`config.mk`:
```
export PLATFORM = sky130hd
export DESIGN_NAME = dram_bringup_seq
export DESIGN_NICKNAME = d
export VERILOG_FILES = /design/src/rtl/libtech.sv /design/src/rtl/dram_sync2.sv /design/src/rtl/dram_bringup_seq.sv
export SDC_FILE = /design/constraint.sdc
export NUM_CORES = 1
export LEC_CHECK = 0
export CORE_MARGIN = 2
export CORE_UTILIZATION = 63
export DETAILED_ROUTE_END_ITERATION = 8
export PLACE_DENSITY = 0.84
export SYNTH_ARGS = -nofsm -noshare
export SYNTH_HDL_FRONTEND = slang
export SYNTH_SLANG_ARGS = --single-unit
```
`constraint.sdc`:
```
create_clock -name pll_clk0_b -period 4.6 [get_ports pll_clk0_b]
set_input_delay 1.15 -clock pll_clk0_b [delete_from_list [all_inputs] [get_ports pll_clk0_b]]
set_output_delay 1.15 -clock pll_clk0_b [all_outputs]
set_load 0.01 [all_outputs]
```
`src/rtl/libtech.sv`:
```
// libtech: shared types and constants for the DRAM bring-up path.
//   dram_seq_state_type  - sequencer state encoding, also exported on seq_state
//   DRAM_SEQ_RETRY_MAX   - default number of calibration retries after the first attempt
//   seq_ctrl_rst         - memory controller reset level for a given sequencer state
package libtech;

    typedef enum bit [2:0] {
        PWRUP     = 3'd0,
        WAIT_IDLY = 3'd1,
        RST_HOLD  = 3'd2,
        CALIB     = 3'd3,
        DONE      = 3'd4,
        FAIL      = 3'd5
    } dram_seq_state_type;

    localparam int DRAM_SEQ_RETRY_MAX = 3;

    // The controller only runs out of reset while calibrating or calibrated;
    // every other state, including any unknown encoding, holds it in reset.
    function automatic logic seq_ctrl_rst(dram_seq_state_type s);
        return !((s == CALIB) || (s == DONE));
    endfunction

endpackage

```
`src/rtl/dram_sync2.sv`:
```
// dram_sync2: generic two-flop synchronizer for a single-bit asynchronous input.
//   clk      in  destination clock
//   rst      in  asynchronous active-high reset, clears both flops
//   async_in in  signal from another clock domain or a pad
//   sync_out out async_in retimed to clk, two cycles of latency
module dram_sync2 (
    input  logic clk,
    input  logic rst,
    input  logic async_in,
    output logic sync_out
);

    logic meta;

    // First flop may go metastable; the second gives it a full cycle to settle
    // before anything downstream looks at the value.
    always_ff @(posedge clk or posedge rst) begin
        if (rst) begin
            meta     <= 1'b0;
            sync_out <= 1'b0;
        end else begin
            meta     <= async_in;
            sync_out <= meta;
        end
    end

endmodule

```
`src/rtl/dram_bringup_seq.sv`:
```
// dram_bringup_seq: bring-up and recovery sequencer for the DRAM controller/PHY.
//   pll_clk0_b    in  sequencer clock (DRAM clk0, buffered)
//   rst_tmp       in  asynchronous active-high reset
//   idelay_rdy    in  IDELAYCTRL ready, asynchronous, synchronized internally
//   phy_init_done in  PHY calibration complete (clk0 domain)
//   soft_rst      in  single-cycle request to rerun calibration
//   ctrl_rst      out controller/PHY reset, active-high
//   calib_done    out calibration complete and stable
//   calib_fail    out calibration retries exhausted
//   retry_cnt     out retries consumed in the current bring-up
//   seq_state     out current state encoding for debug
module dram_bringup_seq
    import libtech::*;
#(
    parameter int PWRUP_CYCLES = 2048,
    parameter int RST_CYCLES   = 64,
    parameter int INIT_TIMEOUT = 1048576,
    parameter int MAX_RETRY    = DRAM_SEQ_RETRY_MAX,
    parameter int CNT_W        = 24
) (
    input  logic                           pll_clk0_b,
    input  logic                           rst_tmp,
    input  logic                           idelay_rdy,
    input  logic                           phy_init_done,
    input  logic                           soft_rst,
    output logic                           ctrl_rst,
    output logic                           calib_done,
    output logic                           calib_fail,
    output logic [$clog2(MAX_RETRY+1)-1:0] retry_cnt,
    output logic [2:0]                     seq_state
);

    localparam int RETRY_W = $clog2(MAX_RETRY + 1);

    dram_seq_state_type state;
    dram_seq_state_type next_state;
    logic [CNT_W-1:0]   cnt;
    logic [RETRY_W-1:0] next_retry;
    logic               restart;
    logic               idly_s;

    dram_sync2 u_idly_sync (
        .clk      (pll_clk0_b),
        .rst      (rst_tmp),
        .async_in (idelay_rdy),
        .sync_out (idly_s)
    );

    assign seq_state = state;

    // Next-state and retry bookkeeping. soft_rst is checked first wherever it
    // applies so a rerun request always beats idelay loss, calibration result
    // and timeout; in CALIB a done and a timeout in the same cycle resolve to DONE.
    // restart re-arms the counter when soft_rst arrives while already in RST_HOLD.
    always_comb begin
        next_state = state;
        next_retry = retry_cnt;
        restart    = 1'b0;
        case (state)
            PWRUP: begin
                if (cnt == CNT_W'(PWRUP_CYCLES - 1))
                    next_state = WAIT_IDLY;
            end
            WAIT_IDLY: begin
                if (idly_s)
                    next_state = RST_HOLD;
            end
            RST_HOLD: begin
                if (soft_rst)
                    restart = 1'b1;
                else if (cnt == CNT_W'(RST_CYCLES - 1))
                    next_state = CALIB;
            end
            CALIB: begin
                if (soft_rst)
                    next_state = RST_HOLD;
                else if (!idly_s)
                    next_state = WAIT_IDLY;
                else if (phy_init_done)
                    next_state = DONE;
                else if (cnt == CNT_W'(INIT_TIMEOUT - 1)) begin
                    if (retry_cnt < RETRY_W'(MAX_RETRY)) begin
                        next_state = RST_HOLD;
                        next_retry = retry_cnt + RETRY_W'(1);
                    end else begin
                        next_state = FAIL;
                    end
                end
            end
            DONE: begin
                if (soft_rst) begin
                    next_state = RST_HOLD;
                    next_retry = '0;
                end else if (!idly_s)
                    next_state = WAIT_IDLY;
                else if (!phy_init_done)
                    next_state = RST_HOLD;
            end
            FAIL: begin
                if (soft_rst) begin
                    next_state = RST_HOLD;
                    next_retry = '0;
                end
            end
            default: begin
                next_state = PWRUP;
            end
        endcase
    end

    // State, cycle counter and outputs. Outputs are computed from next_state so
    // they change on the same edge as the state they belong to. The counter
    // restarts on every transition, so it always measures time spent in the
    // current state.
    always_ff @(posedge pll_clk0_b or posedge rst_tmp) begin
        if (rst_tmp) begin
            state      <= PWRUP;
            cnt        <= '0;
            retry_cnt  <= '0;
            ctrl_rst   <= 1'b1;
            calib_done <= 1'b0;
            calib_fail <= 1'b0;
        end else begin
            state      <= next_state;
            cnt        <= ((next_state != state) || restart) ? '0 : cnt + CNT_W'(1);
            retry_cnt  <= next_retry;
            ctrl_rst   <= seq_ctrl_rst(next_state);
            calib_done <= (next_state == DONE);
            calib_fail <= (next_state == FAIL);
        end
    end

endmodule

```
# Word-level counts from Yosys, hierarchy flattened
# Cells that the tools add are included.
[classes]
n_addsub = 2
n_lt_le_gt_ge = 1
eq_ne = 18
mux = 24
reduce_logical = 7
[op_table]
columns = ["cell", "count"]
rows = [
  ["$mux 3", 13],
  ["$add 24x1->24 const B", 1],
  ["$eq 24x11->1 const B", 1],
  ["$eq 24x20->1 const B", 1],
  ["$eq 24x6->1 const B", 1],
  ["$mux 24", 1],
  ["$pmux 3 s6", 1],
  ["$eq 3x3->1 const B", 4],
  ["$mux 2", 6],
  ["$eq 3x2->1 const B", 3],
  ["$ne 2x2->1 const B", 4],
  ["$reduce_and 7->1", 1],
  ["$ne 2x1->1 const B", 2],
  ["$pmux 2 s2", 1],
  ["$eq 3x1->1 const B", 1],
  ["$logic_not 3->1", 1],
  ["$ne 3x3->1", 1],
  ["$add 2x1->2 const B", 1],
  ["$logic_or 1x1->1", 2],
  ["$lt 2x2->1 const B", 1],
  ["$mux 1", 2],
  ["$reduce_bool 2->1", 1],
  ["$reduce_or 2->1", 1],
  ["$logic_not 1->1", 1],
]
[word_totals]
reg_bits = 34
input_bits = 5

# Longest topological paths before layout
[depth]
word_depth = 10
depth_mapped = 7

# By module
# Synthesis repeated with hierarchy kept, for this count alone.
[hier_totals]
cells_unflattened = 200
hier_area_um2 = 1955.6
[modules_own_cells]
columns = ["mod", "n_inst", "cells_per_inst", "area_each_um2", "seq_area_each_um2"]
rows = [
  ["dram_bringup_seq", 1, 197, 1901.8, 802.0],
  ["dram_sync2", 1, 3, 53.8, 50.0],
]

# Least setup slack after synthesis
# Ideal clock, no wire load.
[synth_timing]
path_kind = "input port to flip-flop"
startpoint = "input port soft_rst"
endpoint = "register cnt[10]"
setup_time_ns = 0.087
arrival_ns = 2.572
slack_ns = 1.942
stages = 7
path_cell_list = "clkbuf_1 -> nand3b_1 -> nor2_1 -> a21boi_1 -> a21oi_2 -> buf_4 -> a211oi_2"
[synth_between]
elab_chain_len = 5
word_cells_on_any_way = 10
classes_between = "eq/ne (1); mux (8); reduce/logical (1)"
[synth_lines]
columns = ["item", "line_no", "text"]
rows = [
  ["start: declaration", "dram_bringup_seq.sv:25", "input logic soft_rst,"],
  ["$mux 3 (on tied branches)", "-", ""],
  ["$pmux 3 s6", "dram_bringup_seq.sv:59", "case (state)"],
  ["$ne 3x3->1", "dram_bringup_seq.sv:125", "cnt <= ((next_state != state) || restart) ? '0 : cnt + CNT_W'(1);"],
  ["$logic_or 1x1->1 *", "dram_bringup_seq.sv:125", ""],
  ["$mux 24 *", "dram_bringup_seq.sv:125", ""],
  ["end signal: assignment", "dram_bringup_seq.sv:125", ""],
  ["end: declaration", "dram_bringup_seq.sv:37", "logic [CNT_W-1:0] cnt;"],
]
# Every way passes the cells marked *; elsewhere a longest branch is shown, timed or not.
# A chain may end at the register's enable or synchronous reset.

# Final worst setup path
[layout_timing]
startpoint = "input port soft_rst"
endpoint = "register cnt[2]"
# Same word-level chain as after synthesis.

==> results_dict.tcl <==
set metrics [dict create \
    end_kind "flop" \
    drt_iter0_markers 101 \
    cts_root_buffer "clkbuf_4" \
    clkTransAtPathRegs_ns 0.10 \
    synth_seq_cells 34 \
    grt.busiest_layer "met2" \
    cts_buffer_depth 2 \
    cp_data_arrival_time_ns 3.31 \
    r2r_cells 7 \
    syn_area_per_cell_um2 10.5 \
    cts_tree "done" \
    synth-seq-area-share 0.404 \
    fillerInstances 247 \
    place_inst 251 \
    design_power_total_uw 507 \
    track_usage 0.263 \
    start_kind "input pin" \
    grt-ovfl-total 0 \
    tightest_slew_ns 0.771 \
    ys_top_cells_by_area "dfrtp_1 (39%), a211oi_2 (12%), xnor2_1 (6.2%), xor2_1 (2.9%), nand4_1 (2.7%)" \
    insertion_delay_ns 0.35 \
    setup_tns_ns 0 \
    status "finished, final reports clean" \
    synthesis.area_um2 2110 \
    use_met2 0.409 \
    synth_fp_nets 207 \
    antenna_left 0 \
    startpoint "soft_rst" \
    core_area_um2 3280 \
    stdcell_area_um2 2320 \
    drive_gt1_frac 0.202 \
    setup_violations 0 \
    ir_drop_mv 0.225 \
    fp.dieArea_um2 3830 \
    drc 0 \
    place_ws_ns 1.22 \
    report.final.hold_viol_count 0 \
    row_count 21 \
    cts.repair.resized 0 \
    yosys_warnings 0 \
    cts_post_setup_buffers_inserted 0 \
    critical_path_class "input pin to flop" \
    holdWs_ns 0.362 \
    crit_path_cell_trace "clkdlybuf4s50_1 > nand3b_1 > nor2_1 > a21boi_1 > a21oi_2 > buf_4 > a211oi_1" \
    grt_use_met1 0.337 \
    path_max_fanout 24 \
    crit_required_ns 4.85 \
    yosys.area.top_type "dfrtp_1" \
    r2r_end "cnt[2]$_DFF_PP0_" \
    finalNetCount 219 \
    synth_top_area_frac 0.392 \
    power.leakage_nw 0.888 \
    fin_crit_sh 0.664 \
    hold_path_depth 0 \
    synth.most_common_cell "dfrtp_1" \
    worst_clock_skew_ns 0.00770 \
    r2r_start "cnt[0]$_DFF_PP0_" \
    cts_hold_buf 0 \
    hold_class "flop to flop" \
    cts_sinks 34 \
    num_vias 1661 \
    finalNonFillerCells 259 \
    maxSlewHeadroom 0.486 \
    vias_per_cell 6.41 \
    die_y_um 61.9 \
    synthCells 200 \
    power_density_nw_per_um2 218 \
    io_pins 13 \
    place_area_um2 2260 \
    crit_path_max_incr_delay_ns 0.58 \
    critPathCapture "cnt[2]$_DFF_PP0_" \
    rsz0062_at_grt "false" \
    start_util 0.642 \
    io_buffers 12 \
    max_cap_viol_count 0 \
    synth_edf_count 0 \
    grt_pass1_vias 1532 \
    grt_pass1_wl_mm 7.19 \
    finalCriticalPeriod_ns 3.05 \
    crit_slowest_cell "clkdlybuf4s50_1" \
    ctsHtreeMaxLevel 2 \
    grt_use_met3 0.0745 \
    ys.flop_type "dfrtp_1" \
    dr.pass1.iters 4 \
    synth_cell_type_count 49 \
    r2r_setup_slack_ns 1.93 \
    grt_start_max_net_pins 25 \
    finalMaxSlewViolations 0 \
    fp.dieW_um 61.9 \
    gp_congestion 0.837 \
    fin_ws_ns 1.55 \
    area_growth_syn_to_layout_pct 10.1 \
    wl_mm 4.30 \
    antenna_found_initial 0 \
    utilization 0.707 \
    wire_per_inst_um 16.6 \
    synthArstFlopShare 1.00 \
    synth_commonest_cells "dfrtp_1 (33), a211oi_2 (20), xnor2_1 (15), nor2_1 (10)" \
    dp_hpwl_mm 2.97 \
    antenna_cells 0 \
    numCtsBuffers 5 \
    fmax_mhz 327 \
]
report_power, final:
part | switching [mW] | total [mW] | internal [mW]
combinational | 0.0179 | 0.0273 | 0.00942
sequential | 0.00397 | 0.306 | 0.302
clock | 0.0994 | 0.173 | 0.0740
metal layers:
| metal | up-vias | share of wire |
|---|---|---|
| li1 | 765 | - |
| met1 | 837 | 0.44 |
| met2 | 51 | 0.49 |
| met3 | 8 | 0.051 |
| met4 | 0 | 0.022 |
| met5 | - | 0 |
kinds of logic after synthesis:
logic type | after synthesis | synth area share
AOI/OAI and AO/OA | 46 | 0.217
xor gates and xnor gates | 22 | 0.0914
adders and majority gates | 2 | 0.0119
buffers and inverters | 20 | 0.0475
DFF | 34 | 0.404
muxes | 4 | 0.0196
and+or+nand+nor | 72 | 0.209
state kept, by name (all words and copies together) (netlist names):
register / cells
seq_state: 3
calib_fail: 1
calib_done: 1
cnt: 24
ctrl_rst: 1
retry_cnt: 2
u_idly_sync.sync_out: 1
u_idly_sync.meta: 1
worst min path at each step:
stage                                    start                        endpoint  slack (ns)
global placement    u_idly_sync.meta$_DFF_PP0_  u_idly_sync.sync_out$_DFF_PP0_        0.33
CTS                 u_idly_sync.meta$_DFF_PP0_  u_idly_sync.sync_out$_DFF_PP0_        0.37
floorplan           u_idly_sync.meta$_DFF_PP0_  u_idly_sync.sync_out$_DFF_PP0_        0.33
detailed placement  u_idly_sync.meta$_DFF_PP0_  u_idly_sync.sync_out$_DFF_PP0_        0.34
global route        u_idly_sync.meta$_DFF_PP0_  u_idly_sync.sync_out$_DFF_PP0_        0.37
finish              u_idly_sync.meta$_DFF_PP0_  u_idly_sync.sync_out$_DFF_PP0_        0.36
cells in the final DEF, fill, tap and decap left out, types with 2 or more instances in the layout:
master	netlist	routed
and2_1	2	2
mux2i_1	3	2
a21boi_1	2	2
nor4_1	5	5
nor3_1	7	7
a21oi_1	2	2
nand2_1	9	9
a21o_1	2	2
clkdlybuf4s50_1	0	12
a211oi_2	20	20
nand3_1	7	7
o21ai_0	5	5
dfrtp_1	33	33
and4_1	3	3
ha_1	2	2
nor2_1	10	10
xnor2_1	15	15
nor2b_1	6	6
nand2b_1	3	3
xor2_1	7	7
clkbuf_4	0	5
buf_4	2	5
and3_1	2	2
a211oi_1	4	4
nand4_1	9	9
inv_1	8	8
worst max-delay path: cells and delay by family:
| family | cells | cell delay (ns) |
|---|---|---|
| simple gates | 2 | 0.63 |
| compound gates | 3 | 0.68 |
| buf+inv | 2 | 0.84 |
cell type report:
| type | count | area, um2 | share of cell area |
|---|---|---|---|
| Sequential cell | 34 | 852 | 0.367 |
| Clock buffer | 7 | 55.1 | 0.0237 |
| Clock inverter | 1 | 5.00 | 0.00216 |
| Multi-Input combinational cell | 146 | 1160 | 0.501 |
| Tap cell | 46 | 57.6 | 0.0248 |
| Inverter | 8 | 30.0 | 0.0129 |
| Timing Repair Buffer | 17 | 158 | 0.0679 |
Power figures use the tool's default switching activity.
